--- config.mk ---
export PLATFORM = sky130hd
export DESIGN_NAME = fetch_queue_flat
export DESIGN_NICKNAME = d
export VERILOG_FILES = /design/src/rtl/cpu_pkg.sv /design/src/rtl/fetch_queue_if.sv /design/src/rtl/fetch_fifo.sv /design/src/rtl/fetch_queue.sv /design/src/flat_wrapper.sv
export SDC_FILE = /design/constraint.sdc
export NUM_CORES = 1
export LEC_CHECK = 0
export BUFFER_PORTS_ARGS = -buffer_cell sky130_fd_sc_hd__buf_2
export CAP_MARGIN = 5
export CORE_ASPECT_RATIO = 0.75
export CORE_MARGIN = 5
export CORE_UTILIZATION = 60
export CTS_CLUSTER_SIZE = 16
export DETAILED_ROUTE_END_ITERATION = 10
export HOLD_SLACK_MARGIN = 0.12
export PLACE_DENSITY = 0.82
export SLEW_MARGIN = 20
export SYNTH_ARGS = -nofsm -noshare
export SYNTH_HDL_FRONTEND = slang
export SYNTH_SLANG_ARGS = --single-unit
--- constraint.sdc ---
create_clock -name clock -period 6.96 [get_ports clock]
set_input_delay 0.696 -clock clock [delete_from_list [all_inputs] [get_ports clock]]
set_output_delay 0.696 -clock clock [all_outputs]
set_load 0.05 [all_outputs]
--- src/rtl/cpu_pkg.sv ---
`default_nettype none
// ============================================================================
//  Module      : cpu_pkg
//  Description : Shared types and constants for the instruction fetch front
//                end: fetch FSM states, queue entry layout, word stepping.
//  Revision    : 1.0  initial release
// ============================================================================
package cpu_pkg;

    localparam int XLEN       = 32;
    localparam int ILEN       = 32;
    localparam int WORD_BYTES = 4;

    localparam logic [XLEN-1:0] RESET_PC_DEFAULT = 32'h0000_0000;

    typedef enum logic [1:0] {
        FETCH_IDLE = 2'd0,
        FETCH_BUSY = 2'd1,
        FETCH_DROP = 2'd2
    } fetch_state_e;

    typedef struct packed {
        logic [XLEN-1:0] pc;
        logic [ILEN-1:0] instr;
    } fetch_entry_t;

    // Address of the next sequential instruction word (wraps modulo 2^32).
    function automatic logic [XLEN-1:0] next_word(input logic [XLEN-1:0] addr);
        return addr + XLEN'(WORD_BYTES);
    endfunction

endpackage
`default_nettype wire

--- src/rtl/fetch_queue_if.sv ---
`default_nettype none
// ============================================================================
//  Module      : fetch_queue_if
//  Description : Bundle of the instruction-memory handshake, ID-stage control
//                and IF_ID-facing head-entry signals of the fetch queue.
//  Revision    : 1.0  initial release
// ============================================================================
interface fetch_queue_if
    import cpu_pkg::*;
#(
    parameter int DEPTH = 4
);
    localparam int CW = $clog2(DEPTH + 1);

    logic            imem_req;
    logic [XLEN-1:0] imem_addr;
    logic            imem_ack;
    logic [ILEN-1:0] imem_rdata;
    logic            redirect;
    logic [XLEN-1:0] redirect_pc;
    logic            stall;
    logic            out_valid;
    logic [XLEN-1:0] out_pc;
    logic [ILEN-1:0] out_instruction;
    logic [CW-1:0]   count;

    // The fetch queue side.
    modport master (
        output imem_req, imem_addr, out_valid, out_pc, out_instruction, count,
        input  imem_ack, imem_rdata, redirect, redirect_pc, stall
    );

    // The memory / pipeline side.
    modport slave (
        input  imem_req, imem_addr, out_valid, out_pc, out_instruction, count,
        output imem_ack, imem_rdata, redirect, redirect_pc, stall
    );

endinterface
`default_nettype wire

--- src/rtl/fetch_fifo.sv ---
`default_nettype none
// ============================================================================
//  Module      : fetch_fifo
//  Description : DEPTH-entry circular buffer of {pc, instruction} pairs with
//                push, pop, synchronous flush and occupancy count.
//  Revision    : 1.0  initial release
// ============================================================================
module fetch_fifo
    import cpu_pkg::*;
#(
    parameter  int DEPTH = 4,
    localparam int CW    = $clog2(DEPTH + 1),
    localparam int PW    = $clog2(DEPTH)
) (
    input  wire logic          clock,
    input  wire logic          reset,
    input  wire logic          flush_i,
    input  wire logic          push_i,
    input  wire fetch_entry_t  push_data_i,
    input  wire logic          pop_i,
    output fetch_entry_t       head_o,
    output logic               head_valid_o,
    output logic [CW-1:0]      count_o
);

    fetch_entry_t  mem_q [DEPTH];
    logic [PW-1:0] rd_ptr_q, rd_ptr_d;
    logic [PW-1:0] wr_ptr_q, wr_ptr_d;
    logic [CW-1:0] count_q, count_d;
    logic          do_push;
    logic          do_pop;

    // A flush overrides any same-edge push or pop.
    assign do_push = push_i && !flush_i && (count_q != CW'(DEPTH));
    assign do_pop  = pop_i  && !flush_i && (count_q != '0);

    // Next-state pointers and occupancy; pointers wrap naturally at DEPTH.
    always_comb begin
        rd_ptr_d = rd_ptr_q;
        wr_ptr_d = wr_ptr_q;
        count_d  = count_q;
        if (flush_i) begin
            rd_ptr_d = '0;
            wr_ptr_d = '0;
            count_d  = '0;
        end else begin
            if (do_push) wr_ptr_d = wr_ptr_q + PW'(1);
            if (do_pop)  rd_ptr_d = rd_ptr_q + PW'(1);
            case ({do_push, do_pop})
                2'b10:   count_d = count_q + CW'(1);
                2'b01:   count_d = count_q - CW'(1);
                default: count_d = count_q;
            endcase
        end
    end

    // Pointer and count registers.
    always_ff @(posedge clock) begin
        if (!reset) begin
            rd_ptr_q <= '0;
            wr_ptr_q <= '0;
            count_q  <= '0;
        end else begin
            rd_ptr_q <= rd_ptr_d;
            wr_ptr_q <= wr_ptr_d;
            count_q  <= count_d;
        end
    end

    // Entry storage; contents are qualified by count so need no reset.
    always_ff @(posedge clock) begin
        if (do_push) begin
            mem_q[wr_ptr_q] <= push_data_i;
        end
    end

    assign head_o       = mem_q[rd_ptr_q];
    assign head_valid_o = (count_q != '0);
    assign count_o      = count_q;

endmodule
`default_nettype wire

--- src/rtl/fetch_queue.sv ---
`default_nettype none
// ============================================================================
//  Module      : fetch_queue
//  Description : Instruction fetch front end feeding IF_ID. Owns the fetch PC,
//                runs the imem req/ack handshake, buffers fetched words and
//                honours ID-stage redirects and IF_ID stalls.
//  Revision    : 1.0  initial release
// ============================================================================
module fetch_queue
    import cpu_pkg::*;
#(
    parameter int              DEPTH    = 4,
    parameter logic [XLEN-1:0] RESET_PC = RESET_PC_DEFAULT
) (
    input wire logic      clock,
    input wire logic      reset,
    fetch_queue_if.master bus
);

    localparam int CW = $clog2(DEPTH + 1);

    fetch_state_e    state_q;
    logic [XLEN-1:0] fetch_pc_q, fetch_pc_d;
    logic [XLEN-1:0] held_addr_q;

    logic            fifo_full;
    logic            req;
    logic            fire;
    logic            push;
    logic            pop;
    logic            head_valid;
    fetch_entry_t    head;
    fetch_entry_t    push_entry;
    logic [CW-1:0]   occupancy;

    assign fifo_full = (occupancy == CW'(DEPTH));

    // Once raised, a request stays up until acked because state leaves IDLE.
    // A redirect suppresses only a brand new request.
    assign req  = reset && ((state_q != FETCH_IDLE) || (!fifo_full && !bus.redirect));
    assign fire = req && bus.imem_ack;

    // Results returned in DROP, or alongside a redirect, are stale.
    assign push = fire && !bus.redirect && (state_q != FETCH_DROP);
    assign pop  = head_valid && !bus.stall && !bus.redirect;

    assign push_entry.pc    = fetch_pc_q;
    assign push_entry.instr = bus.imem_rdata;

    // Fetch PC follows a redirect, otherwise steps one word per accepted fetch.
    always_comb begin
        fetch_pc_d = fetch_pc_q;
        if (bus.redirect) begin
            fetch_pc_d = bus.redirect_pc;
        end else if (push) begin
            fetch_pc_d = next_word(fetch_pc_q);
        end
    end

    // Fetch handshake FSM, fetch PC and the address held while dropping.
    always_ff @(posedge clock) begin
        if (!reset) begin
            state_q     <= FETCH_IDLE;
            fetch_pc_q  <= RESET_PC;
            held_addr_q <= '0;
        end else begin
            fetch_pc_q <= fetch_pc_d;
            case (state_q)
                FETCH_IDLE: begin
                    if (req && !bus.imem_ack) begin
                        state_q <= FETCH_BUSY;
                    end
                end
                FETCH_BUSY: begin
                    if (bus.imem_ack) begin
                        state_q <= FETCH_IDLE;
                    end else if (bus.redirect) begin
                        // Keep presenting the outstanding address until acked.
                        held_addr_q <= fetch_pc_q;
                        state_q     <= FETCH_DROP;
                    end
                end
                FETCH_DROP: begin
                    if (bus.imem_ack) begin
                        state_q <= FETCH_IDLE;
                    end
                end
                default: state_q <= FETCH_IDLE;
            endcase
        end
    end

    fetch_fifo #(
        .DEPTH (DEPTH)
    ) u_fifo (
        .clock        (clock),
        .reset        (reset),
        .flush_i      (bus.redirect),
        .push_i       (push),
        .push_data_i  (push_entry),
        .pop_i        (pop),
        .head_o       (head),
        .head_valid_o (head_valid),
        .count_o      (occupancy)
    );

    assign bus.imem_req        = req;
    assign bus.imem_addr       = (state_q == FETCH_DROP) ? held_addr_q : fetch_pc_q;
    assign bus.out_valid       = reset && head_valid;
    assign bus.out_pc          = bus.out_valid ? head.pc    : '0;
    assign bus.out_instruction = bus.out_valid ? head.instr : '0;
    assign bus.count           = occupancy;

endmodule
`default_nettype wire

--- src/flat_wrapper.sv ---
// flat-port wrapper written by rule: the top's interface ports become plain ports
module fetch_queue_flat import cpu_pkg::*;
#(
    parameter int              DEPTH    = 4,
    parameter logic [XLEN-1:0] RESET_PC = RESET_PC_DEFAULT
)
  (clock, reset, bus_imem_req, bus_imem_addr, bus_out_valid, bus_out_pc, bus_out_instruction, bus_count, bus_imem_ack, bus_imem_rdata, bus_redirect, bus_redirect_pc, bus_stall);
  fetch_queue_if #(.DEPTH(DEPTH)) bus_i ();
  input wire logic clock;
  input wire logic reset;
  output wire logic [$bits(bus_i.imem_req)-1:0] bus_imem_req;
  output wire logic [$bits(bus_i.imem_addr)-1:0] bus_imem_addr;
  output wire logic [$bits(bus_i.out_valid)-1:0] bus_out_valid;
  output wire logic [$bits(bus_i.out_pc)-1:0] bus_out_pc;
  output wire logic [$bits(bus_i.out_instruction)-1:0] bus_out_instruction;
  output wire logic [$bits(bus_i.count)-1:0] bus_count;
  input wire logic [$bits(bus_i.imem_ack)-1:0] bus_imem_ack;
  input wire logic [$bits(bus_i.imem_rdata)-1:0] bus_imem_rdata;
  input wire logic [$bits(bus_i.redirect)-1:0] bus_redirect;
  input wire logic [$bits(bus_i.redirect_pc)-1:0] bus_redirect_pc;
  input wire logic [$bits(bus_i.stall)-1:0] bus_stall;
  assign bus_imem_req = bus_i.imem_req;
  assign bus_imem_addr = bus_i.imem_addr;
  assign bus_out_valid = bus_i.out_valid;
  assign bus_out_pc = bus_i.out_pc;
  assign bus_out_instruction = bus_i.out_instruction;
  assign bus_count = bus_i.count;
  assign bus_i.imem_ack = bus_imem_ack;
  assign bus_i.imem_rdata = bus_imem_rdata;
  assign bus_i.redirect = bus_redirect;
  assign bus_i.redirect_pc = bus_redirect_pc;
  assign bus_i.stall = bus_stall;
  fetch_queue #(.DEPTH(DEPTH), .RESET_PC(RESET_PC)) u_core (.clock(clock), .reset(reset), .bus(bus_i));
endmodule
==> metrics.csv <==
stage;metric;value;unit
power_and_ir_drop;Lkg Pwr;5.50;nW
power_and_ir_drop;Max VDD drop;0.000253;V
synthesis;EDFF count, synth;256;
power_and_ir_drop;cell-internal power;3.08;mW
clock_network;Reg clk slew, reported paths;0.06;ns
critical_path;CP Class;flop to output pin;
job;Max-Cap Viols;0;
critical_path;Buf+Inv Stages, Crit Path;2;
layout;# nets final;1167;
routing;Routed Antenna Nets;0;
layout;antenna cell count;0;
placed_design;number of port buffers;169;
die;die width;184;microns
placed_design;DP Cell Count;1353;
routing;# DRC;0;
routing;Starting DRT DRC Count;995;
timing;Slew Viols, Final;0;
global_route;global-route wire length before repair;47.2;mm
clock_network;root buf cell;clkbuf_16;
timing;Final period util;0.536;
routing;WL met2;14.4;mm
global_route;All-Layer GR Usage;0.234;
critical_path;critical path's slowest cell;buf_4;
die;Die Y;140;microns
layout;layout cell share with drive strength beyond 1;0.275;
synthesis;synth warn;0;
power_and_ir_drop;Gate power share;0.055;
placed_design;post-place setup slack;3.55;ns
critical_path;worst-path cell chain;buf_4 > mux4_2 > nor2b_1 > buf_2;
power_and_ir_drop;pwr dens;254;nW/um^2
placed_design;Final HPWL DP;18.5;mm
global_route;antenna violations before repair;2;
routing;met3 wire length;2.61;mm
routing;Max Used Layer;met5;
clock_network;hold buffer count at cts;0;
synthesis;Synthesized Nets;1016;
layout;commonest non-fill, non-tap cell in the layout;edfxtp_1;
layout;Layout area overhead;14.4;%
critical_path;reg2reg path depth;6;
power_and_ir_drop;sw frac;0.223;
critical_path;CP top delay family;buffers and inverters;
critical_path;Crit path depth;4;
placed_design;DP Area;14700;sq um
clock_network;clock sink count;331;
synthesis;post-synthesis cell type count;47;
routing;wire per inst;21.6;microns
clock_network;Max clock buf depth;3;
global_route;largest net degree at the start of global routing;70;
synthesis;synthesized area;13600;sq um
critical_path;Crit Path Max Fanout;41;
clock_network;H-tree levels;1;
synthesis;sequential-to-total area share from yosys stat;0.675;
routing;drt pass-1 iters;5;
critical_path;Arrival @ worst endpoint;3.03;ns
die;initial cell density of the core;0.613;
layout;design area;15600;sq um
die;core area;22200;sq um
timing;RSZ-0062 raised after global routing;false;
layout;final core occ;0.701;
die;total I/O pin count;170;
synthesis;syn_area_per_cell;14.5;sq um
layout;most frequent cells in the layout;256 x edfxtp_1, 180 x nand2_1, 169 x buf_2;
critical_path;largest stage delay on the critical path;0.75;ns
synthesis;FF+latch count, synth;331;
critical_path;worst path required time;6.26;ns
layout;final cell count without fillers;1409;
timing;Tmin final;3.73;ns
critical_path;endpoint class of the critical path;output pin;
timing;Hold Violations, Final;0;
routing;via/cell ratio;5.89;
clock_network;worst-skew pair later-pin latency;0.55;ns
timing;final setup fails;0;
power_and_ir_drop;Sequential Power Share;0.555;
synthesis;async set-reset flop share out of synthesis;0;
synthesis;ys flop type;edfxtp_1;
routing;wl on met1;12.8;mm
routing;final WL;30.4;mm
timing;Setup TNS;0;ns
global_route;vias in the first global route;8298;
die;row cnt;47;
timing;Slew headroom;0.298;
clock_network;TritonCTS buffer count;30;
placed_design;RD Place Congestion;0.871;
worst_hold_path;worst hold stages;1;
power_and_ir_drop;switching power;884;uW
run_status;status;finished, final reports clean;
timing;Setup Skew;0.0137;ns
timing;fin worst setup slack;3.23;ns
timing;worst slew pin tran;1.05;ns
clock_network;CTS tree;yes;
routing;DR vias;8294;
clock_network;Post-CTS Setup Inserts;0;
global_route;total grt overflow;0;
die;total die area;25800;sq um
synthesis;gate count of the mapped netlist;940;
critical_path;CP startpoint kind;flop;
worst_hold_path;Hold Path Class;primary input to flop;
timing;Fmax achieved;0.268;GHz
power_and_ir_drop;clock network power share;0.391;
layout;FILL cells;1468;
clock_network;post-cts gate resize count;0;
area by class of cell:
| type | count | area (sq um) | share of cell area |
|---|---|---|---|
| clock buffer | 36 | 805 | 0.0516 |
| clock inverter | 20 | 116 | 0.00747 |
| inverter | 12 | 45.0 | 0.00289 |
| multi-input combinational | 539 | 4150 | 0.266 |
| sequential | 331 | 9200 | 0.590 |
| tap | 294 | 368 | 0.0236 |
| timing repair buffer | 177 | 906 | 0.0581 |
flip-flops by register name, summed over array words and instances, names as in the netlist, named ones only:
register,cells
u_core.fetch_pc_q,32
u_core.held_addr_q,32
u_core.state_q,2
u_core.u_fifo.count_o,3
u_core.u_fifo.mem_q,256
u_core.u_fifo.rd_ptr_q,2
u_core.u_fifo.wr_ptr_q,2
kinds of logic after synthesis:
kind of cell             after synthesis  synth area share
XOR/XNOR                              31            0.0199
AND/OR/NAND/NOR                      331             0.120
AO/OA/AOI/OAI                        103            0.0485
flip-flops                           331             0.675
buffers and inverters                 70            0.0217
multiplexers                          67             0.108
adder cells (fa/ha/maj)                7           0.00698
power by group through the flow:
stage | registers [mW] | clock network, mW | logic (mW)
CTS | 2.20 | 1.56 | 0.217
detailed placement | 2.24 | 0 | 0.215
global placement | 2.24 | 0 | 0.212
global route | 2.20 | 1.65 | 0.232
finish | 2.20 | 1.55 | 0.218
floorplan | 2.22 | 0 | 0.149
final timing paths:
path                               from                          to  slack (ns)
hold reg to reg   u_core.held_addr_q[8]       u_core.held_addr_q[8]        0.46
setup / recovery                   flop               bus_out_pc[6]        3.23
setup reg to reg      u_core.state_q[0]   u_core.u_fifo.mem_q[1][6]        3.61
hold / removal       bus_imem_rdata[11]  u_core.u_fifo.mem_q[2][11]        0.36
metrics by stage:
stage	hold slack (ns)	power [mW]
after detailed placement	0.458	2.46
after CTS	0.340	3.98
after global routing	0.339	4.09
after floorplan	0.444	2.37
final	0.362	3.97
after global placement	0.450	2.45
cell usage after synthesis, types with 2 or more instances:
cell / n / share of area
mux2i_1: 3 / 0.0022
xnor2_1: 13 / 0.0084
o21ai_0: 35 / 0.013
nand2_1: 180 / 0.050
a31oi_1: 3 / 0.0014
nor3_1: 6 / 0.0022
or2_2: 2 / 0.00092
nand4_1: 11 / 0.0051
and2_1: 4 / 0.0018
a21boi_0: 32 / 0.018
nor2b_1: 68 / 0.031
nor2_1: 17 / 0.0047
a21oi_1: 18 / 0.0066
nand2b_1: 3 / 0.0014
o2bb2ai_1: 8 / 0.0051
mux4_2: 64 / 0.11
clkbuf_1: 40 / 0.011
buf_6: 2 / 0.0017
and3_1: 7 / 0.0032
ha_1: 6 / 0.0055
nand3_2: 2 / 0.0015
edfxtp_1: 256 / 0.56
buf_1: 2 / 0.00055
buf_2: 13 / 0.0048
xor2_1: 18 / 0.012
inv_1: 11 / 0.0030
nand3_1: 19 / 0.0070
nor4_4: 3 / 0.0047
o211a_1: 2 / 0.0015
dfxtp_1: 75 / 0.11
routing by layer:
metal  vias up  track usage
met5         -            0
met2       400        0.369
met3        48       0.0389
met4         4       0.0494
li1       3751            -
met1      4091        0.350
No activity file was read; power rests on OpenSTA's default activity.
